===== src/rtl/elevator_pkg.sv =====
// Shared types and floor helpers for the elevator car scheduler.
package elevator_pkg;

  localparam int unsigned N_FLOORS = 5;
  localparam int unsigned FLOOR_W = 4;
  localparam logic [FLOOR_W-1:0] FLOOR_NONE = 4'hF;

  typedef enum logic [1:0] {
    IDLE      = 2'd0,
    MOVE_UP   = 2'd1,
    MOVE_DOWN = 2'd2,
    DOOR      = 2'd3
  } state_t;

  typedef logic [N_FLOORS-1:0] floor_vec_t;
  typedef logic [FLOOR_W-1:0]  floor_t;

  // Bit i of every floor vector stands for floor i+1.
  function automatic floor_vec_t floor_onehot(input floor_t f);
    floor_vec_t v;
    v = '0;
    for (int unsigned i = 0; i < N_FLOORS; i++)
      if (f == floor_t'(i + 1)) v[i] = 1'b1;
    return v;
  endfunction

  function automatic floor_vec_t above_mask(input floor_t f);
    floor_vec_t v;
    v = '0;
    for (int unsigned i = 0; i < N_FLOORS; i++)
      if (floor_t'(i + 1) > f) v[i] = 1'b1;
    return v;
  endfunction

  function automatic floor_vec_t below_mask(input floor_t f);
    floor_vec_t v;
    v = '0;
    for (int unsigned i = 0; i < N_FLOORS; i++)
      if (floor_t'(i + 1) < f) v[i] = 1'b1;
    return v;
  endfunction

endpackage


===== src/rtl/elevator_if.sv =====
// Call/status bundle between the call panels (master) and the car scheduler (slave).
//   call_req  : one-cycle call pulses, bit i = floor i+1
//   pending   : outstanding calls
//   cur_floor : car floor 1..5
//   dir_up, moving, door_open, arrive : car status
interface elevator_if;
  import elevator_pkg::*;

  floor_vec_t call_req;
  floor_vec_t pending;
  floor_t     cur_floor;
  logic       dir_up;
  logic       moving;
  logic       door_open;
  logic       arrive;

  modport master (
    output call_req,
    input  pending, cur_floor, dir_up, moving, door_open, arrive
  );

  modport slave (
    input  call_req,
    output pending, cur_floor, dir_up, moving, door_open, arrive
  );

endinterface


===== src/rtl/elevator_timer.sv =====
// Load/decrement down-counter with zero flag; holds at zero.
//   clk, rst_n : clock, synchronous active-low reset
//   load       : load load_val this cycle (has priority over decrement)
//   zero       : counter currently zero
module elevator_timer #(
  parameter int unsigned CNT_W = 4
) (
  input  logic             clk,
  input  logic             rst_n,
  input  logic             load,
  input  logic [CNT_W-1:0] load_val,
  output logic             zero
);

  logic [CNT_W-1:0] count;

  always_ff @(posedge clk) begin
    if (!rst_n)
      count <= '0;
    else if (load)
      count <= load_val;
    else if (count != '0)
      count <= count - 1'b1;
  end

  assign zero = (count == '0);

endmodule


===== src/rtl/elevator_controller.sv =====
// SCAN car scheduler for the 5-floor elevator.
//   clk, rst_n : clock, synchronous active-low reset
//   bus        : call pulses in, pending/floor/direction/strobe status out
module elevator_controller
  import elevator_pkg::*;
#(
  parameter int unsigned MOVE_CYCLES = 8,
  parameter int unsigned DOOR_CYCLES = 16
) (
  input  logic       clk,
  input  logic       rst_n,
  elevator_if.slave  bus
);

  localparam int unsigned MAX_CYCLES = (MOVE_CYCLES > DOOR_CYCLES) ? MOVE_CYCLES : DOOR_CYCLES;
  localparam int unsigned CNT_W = (MAX_CYCLES > 2) ? $clog2(MAX_CYCLES) : 1;
  localparam logic [CNT_W-1:0] MOVE_LOAD = CNT_W'(MOVE_CYCLES - 1);
  localparam logic [CNT_W-1:0] DOOR_LOAD = CNT_W'(DOOR_CYCLES - 1);

  state_t     state, next_state;
  floor_t     cur_floor, next_floor;
  floor_vec_t pending, clr;
  floor_vec_t calls_above, calls_below, calls_beyond;
  logic       dir_up, next_dir;
  logic       moving, door_open, arrive;
  logic       step, door_call;
  logic       timer_load, timer_zero;
  logic [CNT_W-1:0] timer_val;

  elevator_timer #(
    .CNT_W(CNT_W)
  ) u_timer (
    .clk      (clk),
    .rst_n    (rst_n),
    .load     (timer_load),
    .load_val (timer_val),
    .zero     (timer_zero)
  );

  always_comb begin
    next_state   = state;
    next_floor   = cur_floor;
    next_dir     = dir_up;
    step         = 1'b0;
    timer_load   = 1'b0;
    timer_val    = MOVE_LOAD;
    calls_beyond = '0;
    calls_above  = pending & above_mask(cur_floor);
    calls_below  = pending & below_mask(cur_floor);
    door_call    = |(bus.call_req & floor_onehot(cur_floor));

    case (state)
      IDLE: begin
        if (pending != '0) begin
          if (|(pending & floor_onehot(cur_floor))) begin
            next_state = DOOR;
            timer_load = 1'b1;
            timer_val  = DOOR_LOAD;
          // Keep direction if work lies ahead, otherwise reverse; with the
          // current floor excluded, "no call below" implies a call above.
          end else if ((dir_up && calls_above != '0) || (!dir_up && calls_below == '0)) begin
            next_state = MOVE_UP;
            next_dir   = 1'b1;
            timer_load = 1'b1;
          end else begin
            next_state = MOVE_DOWN;
            next_dir   = 1'b0;
            timer_load = 1'b1;
          end
        end
      end

      MOVE_UP, MOVE_DOWN: begin
        if (timer_zero) begin
          step = 1'b1;
          if (state == MOVE_UP) begin
            next_floor   = cur_floor + 4'd1;
            calls_beyond = pending & above_mask(next_floor);
          end else begin
            next_floor   = cur_floor - 4'd1;
            calls_beyond = pending & below_mask(next_floor);
          end
          if (|(pending & floor_onehot(next_floor))) begin
            next_state = DOOR;
            timer_load = 1'b1;
            timer_val  = DOOR_LOAD;
          end else if (calls_beyond != '0) begin
            timer_load = 1'b1;
          end else begin
            next_state = IDLE;
          end
        end
      end

      DOOR: begin
        if (door_call) begin
          timer_load = 1'b1;
          timer_val  = DOOR_LOAD;
        end else if (timer_zero) begin
          next_state = IDLE;
        end
      end

      default: next_state = IDLE;
    endcase

    // Clearing by the post-edge floor covers both the arrival edge and the
    // whole door period, so a call for the open floor is never latched.
    clr = (next_state == DOOR || state == DOOR) ? floor_onehot(next_floor) : '0;
  end

  always_ff @(posedge clk) begin
    if (!rst_n) begin
      state     <= IDLE;
      cur_floor <= 4'd1;
      pending   <= '0;
      dir_up    <= 1'b1;
      moving    <= 1'b0;
      door_open <= 1'b0;
      arrive    <= 1'b0;
    end else begin
      state     <= next_state;
      cur_floor <= next_floor;
      pending   <= (pending | bus.call_req) & ~clr;
      dir_up    <= next_dir;
      moving    <= (next_state == MOVE_UP) || (next_state == MOVE_DOWN);
      door_open <= (next_state == DOOR);
      arrive    <= step;
    end
  end

  assign bus.pending   = pending;
  assign bus.cur_floor = cur_floor;
  assign bus.dir_up    = dir_up;
  assign bus.moving    = moving;
  assign bus.door_open = door_open;
  assign bus.arrive    = arrive;

endmodule

===== src/flat_wrapper.sv =====
// flat-port wrapper written by rule: the top's interface ports become plain ports
module elevator_controller_flat import elevator_pkg::*;
#(
  parameter int unsigned MOVE_CYCLES = 8,
  parameter int unsigned DOOR_CYCLES = 16
)
  (clk, rst_n, bus_call_req, bus_pending, bus_cur_floor, bus_dir_up, bus_moving, bus_door_open, bus_arrive);
  elevator_if bus_i ();
  input  logic clk;
  input  logic rst_n;
  input wire logic [$bits(bus_i.call_req)-1:0] bus_call_req;
  output wire logic [$bits(bus_i.pending)-1:0] bus_pending;
  output wire logic [$bits(bus_i.cur_floor)-1:0] bus_cur_floor;
  output wire logic [$bits(bus_i.dir_up)-1:0] bus_dir_up;
  output wire logic [$bits(bus_i.moving)-1:0] bus_moving;
  output wire logic [$bits(bus_i.door_open)-1:0] bus_door_open;
  output wire logic [$bits(bus_i.arrive)-1:0] bus_arrive;
  assign bus_i.call_req = bus_call_req;
  assign bus_pending = bus_i.pending;
  assign bus_cur_floor = bus_i.cur_floor;
  assign bus_dir_up = bus_i.dir_up;
  assign bus_moving = bus_i.moving;
  assign bus_door_open = bus_i.door_open;
  assign bus_arrive = bus_i.arrive;
  elevator_controller #(.MOVE_CYCLES(MOVE_CYCLES), .DOOR_CYCLES(DOOR_CYCLES)) u_core (.clk(clk), .rst_n(rst_n), .bus(bus_i));
endmodule

===== config.mk =====
export PLATFORM = sky130hd
export DESIGN_NAME = elevator_controller_flat
export DESIGN_NICKNAME = d
export VERILOG_FILES = /design/src/rtl/elevator_pkg.sv /design/src/rtl/elevator_if.sv /design/src/rtl/elevator_timer.sv /design/src/rtl/elevator_controller.sv /design/src/flat_wrapper.sv
export SDC_FILE = /design/constraint.sdc
export NUM_CORES = 1
export LEC_CHECK = 0
export CAP_MARGIN = 5
export CORE_MARGIN = 3
export CORE_UTILIZATION = 60
export CTS_CLUSTER_SIZE = 25
export DETAILED_ROUTE_END_ITERATION = 12
export GPL_TIMING_DRIVEN = 0
export MAX_ROUTING_LAYER = met4
export PLACE_DENSITY = 0.95
export SLEW_MARGIN = 10
export SYNTH_ARGS = -nofsm -noshare
export SYNTH_HDL_FRONTEND = slang
export SYNTH_SLANG_ARGS = --single-unit

===== constraint.sdc =====
create_clock -name clk -period 8.69 [get_ports clk]
set_input_delay 0.869 -clock clk [delete_from_list [all_inputs] [get_ports clk]]
set_output_delay 0.869 -clock clk [all_outputs]
set_load 0.005 [all_outputs]

== Word level (Yosys, flattened, before mapping) ==
Cells that the tools add are included.

* Latch bits: 0
* RAM bits: 0
* Logic and storage cells: 202
* Memories kept: 0
* Bits in registers: 19
* ROM bits: 0

* Eq/ne operators: 21
* Add/sub/neg operators: 3
* $lt $le $gt $ge: 20
* Multiply operators: 0
* Shifts and indexed selects: 0
* Mux-type cells: 119
* Reductions and logical operators: 20
* Bitwise logic cells: 11
* Divide/modulo/power cells: 0

{| class="wikitable"
|+ Operators with widths
! cell !! count
|-
| 1-bit 2-to-1 mux || 92
|-
| 4-bit 2-to-1 mux || 12
|-
| 5-bit AND || 8
|-
| 4-bit by 2-bit equality test with 1-bit output, second input constant || 6
|-
| 4-bit by 3-bit equality test with 1-bit output, second input constant || 6
|-
| 5-bit 2-to-1 mux || 4
|-
| 2-bit by 4-bit > comparator with 1-bit output, first input constant || 4
|-
| 3-bit by 4-bit > comparator with 1-bit output, first input constant || 4
|-
| 2-bit by 4-bit less-than comparator with 1-bit output, first input constant || 4
|-
| 3-bit by 4-bit less-than comparator with 1-bit output, first input constant || 4
|-
| 2-bit 2-to-1 mux || 8
|-
| 5-bit nonzero test || 3
|-
| 5-bit OR reduction || 3
|-
| 4-bit by 1-bit equality test with 1-bit output, second input constant || 3
|-
| 4-bit case mux with 3 select lines || 1
|-
| 2-bit equality test, second input constant || 4
|-
| 1-bit by 4-bit > comparator with 1-bit output, first input constant || 2
|-
| 1-bit by 4-bit less-than comparator with 1-bit output, first input constant || 2
|-
| 4-bit by 1-bit subtractor with 4-bit output, second input constant || 2
|-
| 2-bit case mux with 3 select lines || 1
|-
| 5-bit zero test || 1
|-
| 5-bit inverter || 1
|-
| 5-bit OR || 1
|-
| 4-bit by 1-bit adder with 4-bit output, second input constant || 1
|-
| 13 further kinds || 17
|}

== Depth between registers and ports, before layout ==
* Depth after elaboration: 20
* Mapped depth: 15
* Mapped depth without buffers: 13

== By module ==
A second synthesis with hierarchy kept.

* Cell total of the unflattened synthesis: 221
* Area, all modules: 1769.2 sq um

{| class="wikitable"
|+ By module, submodules not included
! module !! cells each !! instances !! area an instance (sq um)
|-
| elevator_controller || 198 || 1 || 1539.0
|-
| elevator_timer || 23 || 1 || 230.2
|}

== Worst setup path before layout ==
OpenSTA, ideal clock, no wires.

* Kind: register to register
* Start: register u_core.cur_floor[0] (netlist: u_core.bus.cur_floor[0])
* End: register u_core.pending[1] (netlist: u_core.bus.pending[1])
* Arrival: 3.192 ns
* Period minus slack after synthesis: 3.266 ns
* Path buffers: 1
* Setup slack: 5.424 ns
* Cell stages (with the launch flop): 13
* Cell sequence: dfxtp_1 buf_2 inv_1 ha_1 or4b_2 nand3_1 a21oi_1 o41a_1 nor4_2 nor2_1 ha_1 o22a_1 a31oi_1

* Longest elaborated chain between the ends: 20
* Elaborated cells between the ends (all ways): 151

{| class="wikitable"
|+ RTL lines
! what !! line !! source
|-
| start, declared || elevator_controller.sv:21 || <nowiki>floor_t cur_floor, next_floor;</nowiki>
|-
| start signal, assigned || elevator_controller.sv:123 || <nowiki>cur_floor <= next_floor;</nowiki>
|-
| 4-bit by 1-bit subtractor with 4-bit output / 4-bit by 1-bit adder with 4-bit output (equally long branches) || elevator_controller.sv:80, elevator_controller.sv:77 ||
|-
| 1-bit by 4-bit less-than comparator with 1-bit output (tied with other cells) || elevator_pkg.sv:39 || <nowiki>if (floor_t'(i + 1) < f) v[i] = 1'b1;</nowiki>
|-
| 1-bit 2-to-1 mux, on equally long branches || elevator_pkg.sv:39, elevator_pkg.sv:31 ||
|-
| 1-bit 2-to-1 mux || elevator_controller.sv:76 || <nowiki>if (state == MOVE_UP) begin</nowiki>
|-
| 1-bit 2-to-1 mux || elevator_controller.sv:74 || <nowiki>if (timer_zero) begin</nowiki>
|-
| 1-bit 2-to-1 mux || elevator_controller.sv:52 || <nowiki>case (state)</nowiki>
|-
| 5-bit AND, on equally long branches || elevator_controller.sv:81, elevator_controller.sv:78 ||
|-
| 5-bit 2-to-1 mux || elevator_controller.sv:76 ||
|-
| [5 not listed] || n/a ||
|-
| 2-bit 2-to-1 mux || elevator_controller.sv:74 ||
|-
| 2-bit case mux with 3 select lines * || elevator_controller.sv:52 ||
|-
| net u_core.next_state[1] || elevator_controller.sv:20 || <nowiki>state_t state, next_state;</nowiki>
|-
| 2-bit equality test * || elevator_controller.sv:109 || <nowiki>clr = (next_state == DOOR || state == DOOR) ? floor_onehot(next_floor) : '0;</nowiki>
|-
| 1-bit logical OR * || elevator_controller.sv:109 ||
|-
| 5-bit 2-to-1 mux * || elevator_controller.sv:109 ||
|-
| 5-bit inverter * || elevator_controller.sv:124 || <nowiki>pending <= (pending | bus.call_req) & ~clr;</nowiki>
|-
| 5-bit AND * || elevator_controller.sv:124 ||
|-
| end signal, assigned || elevator_controller.sv:124 ||
|-
| end, declared || elevator_controller.sv:22 || <nowiki>floor_vec_t pending, clr;</nowiki>
|}

The timed path passes the listed nets; every way through them passes the cells marked *. The select of a mux whose other input is x is not followed.
A chain may end at the register's enable or synchronous reset.

== Final worst setup path ==
Same ends and word-level chain as after synthesis.

==> flow_summary_export.csv <==
group,metric,value,unit
synth,ys.warnings.count,0,
pwr,p_int,0.000266,W
clock_tree,cts-htree-levels,1,
placed_design,finalWeightedCongestion,0.969,
sta,layout_setup_ws,4.86,ns
pwr,power.total,0.000504,W
drt,vias_per_cell,6.51,
global_route,grt_antenna_before_repair,0,
die,core,0.00254,mm²
placed_design,placedCellCount,264,
sta,hold_violations,0,
sta,slew_viol_final,0,
synth,synth_edf_count,0,
placed_design,port_buffers,19,
placed_design,place_ws,4.91,ns
drt,dr.pass1.iters,5,
synth,ys_seq_elements,19,
synth,synth_top_area_share,23.0,%
synth,yosys-top-cells-area,"dfxtp_1, ha_1, a21oi_1",
synth,synth_most_common_cell,"nor2_1",
sta,fin_crit,3.83,ns
clock_tree,clkLatencyLatePin,0.30,ns
worst_setup_path,critical_path.startpoint,"u_core.bus.cur_floor[0]",
clock_tree,numCtsBuffers,3,
synth,syn_area,0.00165,mm²
die,die_w,58.5,µm
die,rows,18,
global_route,grt_max_degree,14,
finish,final_nets,258,
drt,routed_wl,4410,µm
pwr,p_switching,0.000238,W
sta,clock.fmax,261,MHz
worst_setup_path,worstPathRequired,8.93,ns
placed_design,hpwl,3200,µm
clock_tree,post_cts_buffers,0,
clock_tree,cts-resized-gates,0,
global_route,grt_util_all_layers,28.8,%
finish,drive_gt1_share,7.98,%
pwr,ir_drop,206,µV
worst_hold_path,min_from,"u_core.bus.dir_up",
pwr,switching_share,47.2,%
worst_setup_path,endpoint_kind,"register",
worst_setup_path,crit_arrival,4.07,ns
worst_setup_path,path_class,"register to register",
global_route,grt_pass1_vias,1571,
worst_setup_path,cp-start-kind,"register",
clock_tree,cts_hold_buf,0,
pwr,p_leak,0.744,nW
drt,postRouteAntennaNets,0,
clock_tree,clock_sinks,19,
die,dieArea,0.00342,mm²
synth,synth_top_area_cell,"dfxtp_1",
synth,synth_common_cells,"nor2_1, a21oi_1, dfxtp_1",
clock_tree,cts_root_buffer,"clkbuf_4",
sta,slew_headroom,62.4,%
sta,worstMarginPinSlew,0.557,ns
finish,fill_cells,200,
pwr,p_comb_share,63.3,%
die,ioPinCount,20,
drt,wl_per_cell,16.5,µm
clock_tree,cts_max_path_buffers,2,
pwr,power.density,264,mW/mm²
global_route,gr-total-overflow,0,
status,outcome,"complete, no violations",
synth,seq_area_frac_synth,23.0,%
synth,ys_types,53,
synth,synthesis.nets,234,
pwr,clockPowerShare,9.2,%
sta,skew,0.00281,ns
sta,final.period_utilization,44.1,%
worst_setup_path,worstPathMaxFanout,13,
drt,drc_errors,0,
finish,diodes,0,
pwr,seq_power_share,27.5,%
sta,setup_tns,0,ns
synth,netlist_instances,215,
finish,final_cell_count_no_fill,268,
drt,drtIter0Drc,202,
synth,ys.flop_type,"dfxtp_1",
sta,rsz0062_at_grt,"no",
synth,async_reset_ff_share,0,%
worst_setup_path,r2r_start,"u_core.bus.cur_floor[0]",
sta,holdWs,0.572,ns
job,drv_cap,0,
drt,vias,1744,
finish,syn_to_final_growth,15.4,%
worst_hold_path,hp-class,"register to register",
clock_tree,tritoncts,"done",
sta,setup_viol,0,
die,die_h,58.5,µm
clock_tree,clk_pin_slew_worst_paths,0.11,ns
global_route,grt_pass1_wl,7460,µm
die,start_util,65.0,%
synth,synth_area_per_cell,7.69,µm²
placed cells by master (no fill, tap or decap), types with 3 or more instances in the layout:
cell | netlist | final
buf_2 | 5 | 5
inv_1 | 11 | 11
xnor2_1 | 6 | 6
a31oi_1 | 3 | 3
clkbuf_1 | 3 | 3
nand3_1 | 9 | 9
clkbuf_4 | 0 | 3
ha_1 | 12 | 12
mux2i_1 | 4 | 4
dfxtp_1 | 19 | 19
and3_1 | 3 | 3
a21oi_1 | 19 | 19
nand2_1 | 14 | 14
nor3b_1 | 4 | 4
a211oi_1 | 3 | 3
nor2_1 | 20 | 20
nand4_1 | 3 | 3
and2_1 | 4 | 4
nor3_1 | 4 | 4
o21a_1 | 3 | 3
clkdlybuf4s50_1 | 0 | 19
or4_1 | 3 | 3
xor2_1 | 3 | 3
o21ai_0 | 17 | 17
worst paths after layout:
path / end / slack, ns / cells after the start
setup / recovery: u_core.bus.pending[1] / 4.86 / 12
hold / removal: u_core.bus.dir_up / 0.57 / 2
setup reg to reg: u_core.bus.pending[1] / 4.86 / 12
hold reg to reg: u_core.bus.dir_up / 0.57 / 2
metrics by stage:
stage               area (µm²)  util (%)
floorplan                 1650         -
global placement          1880      73.9
detailed placement        1880      73.9
CTS                       1910      75.0
global route              1910      75.0
finish                    1910      75.0
power groups by stage:
| stage | sequential, W | combinational, W | clock, W |
|---|---|---|---|
| detailed placement | 0.000139 | 0.000312 | 0 |
| CTS | 0.000138 | 0.000314 | 0.0000461 |
| global route | 0.000142 | 0.000354 | 0.0000510 |
| floorplan | 0.000133 | 0.000234 | 0 |
| global placement | 0.000139 | 0.000302 | 0 |
| finish | 0.000139 | 0.000319 | 0.0000464 |
registers in the layout (all words and copies together), names as in the netlist:
name / flops
u_core.bus.door_open: 1
u_core.bus.moving: 1
u_core.bus.dir_up: 1
u_core.bus.cur_floor: 4
u_core.u_timer.count: 4
u_core.state: 2
u_core.bus.pending: 5
u_core.bus.arrive: 1
worst max-delay path, cell delays in order (launching register included):
cell and delay, ns:
dfxtp_1 0.58, buf_2 0.32, inv_1 0.21, ha_1 0.45, or4b_2 0.60, nand3_1 0.11
a21oi_1 0.09, o41a_1 0.34, nor4_2 0.31, nor2_1 0.10, ha_1 0.24, o22a_1 0.25
a31oi_1 0.17
logic make-up after synthesis:
| family | count (synthesis) | synth area share [%] |
|---|---|---|
| adder cells (fa/ha/maj) | 12 | 9.08 |
| AND/OR/NAND/NOR | 80 | 26.0 |
| flip-flops | 19 | 23.0 |
| buffers and inverters | 21 | 5.60 |
| XOR/XNOR | 9 | 4.77 |
| AO/OA/AOI/OAI | 69 | 27.8 |
| multiplexers | 5 | 3.78 |
per-layer routing:
metal	global-route usage, %	wire [µm]	share of wire, %
met1	40.3	1970	45
met2	40.5	2030	46
met3	4.82	341	7.7
met4	12.3	76	1.7
met5	-	0	0
layout make-up:
class	instances	area, µm²	share of cell area, %
Buffer	10	51.3	2.69
Clock buffer	3	22.5	1.18
Clock inverter	1	5.00	0.262
Inverter	11	41.3	2.16
Multi-Input combinational cell	175	1180	61.9
Sequential cell	19	380	19.9
Tap cell	30	37.5	1.97
Timing Repair Buffer	19	190	9.96
(Power assumes the default switching activity.)
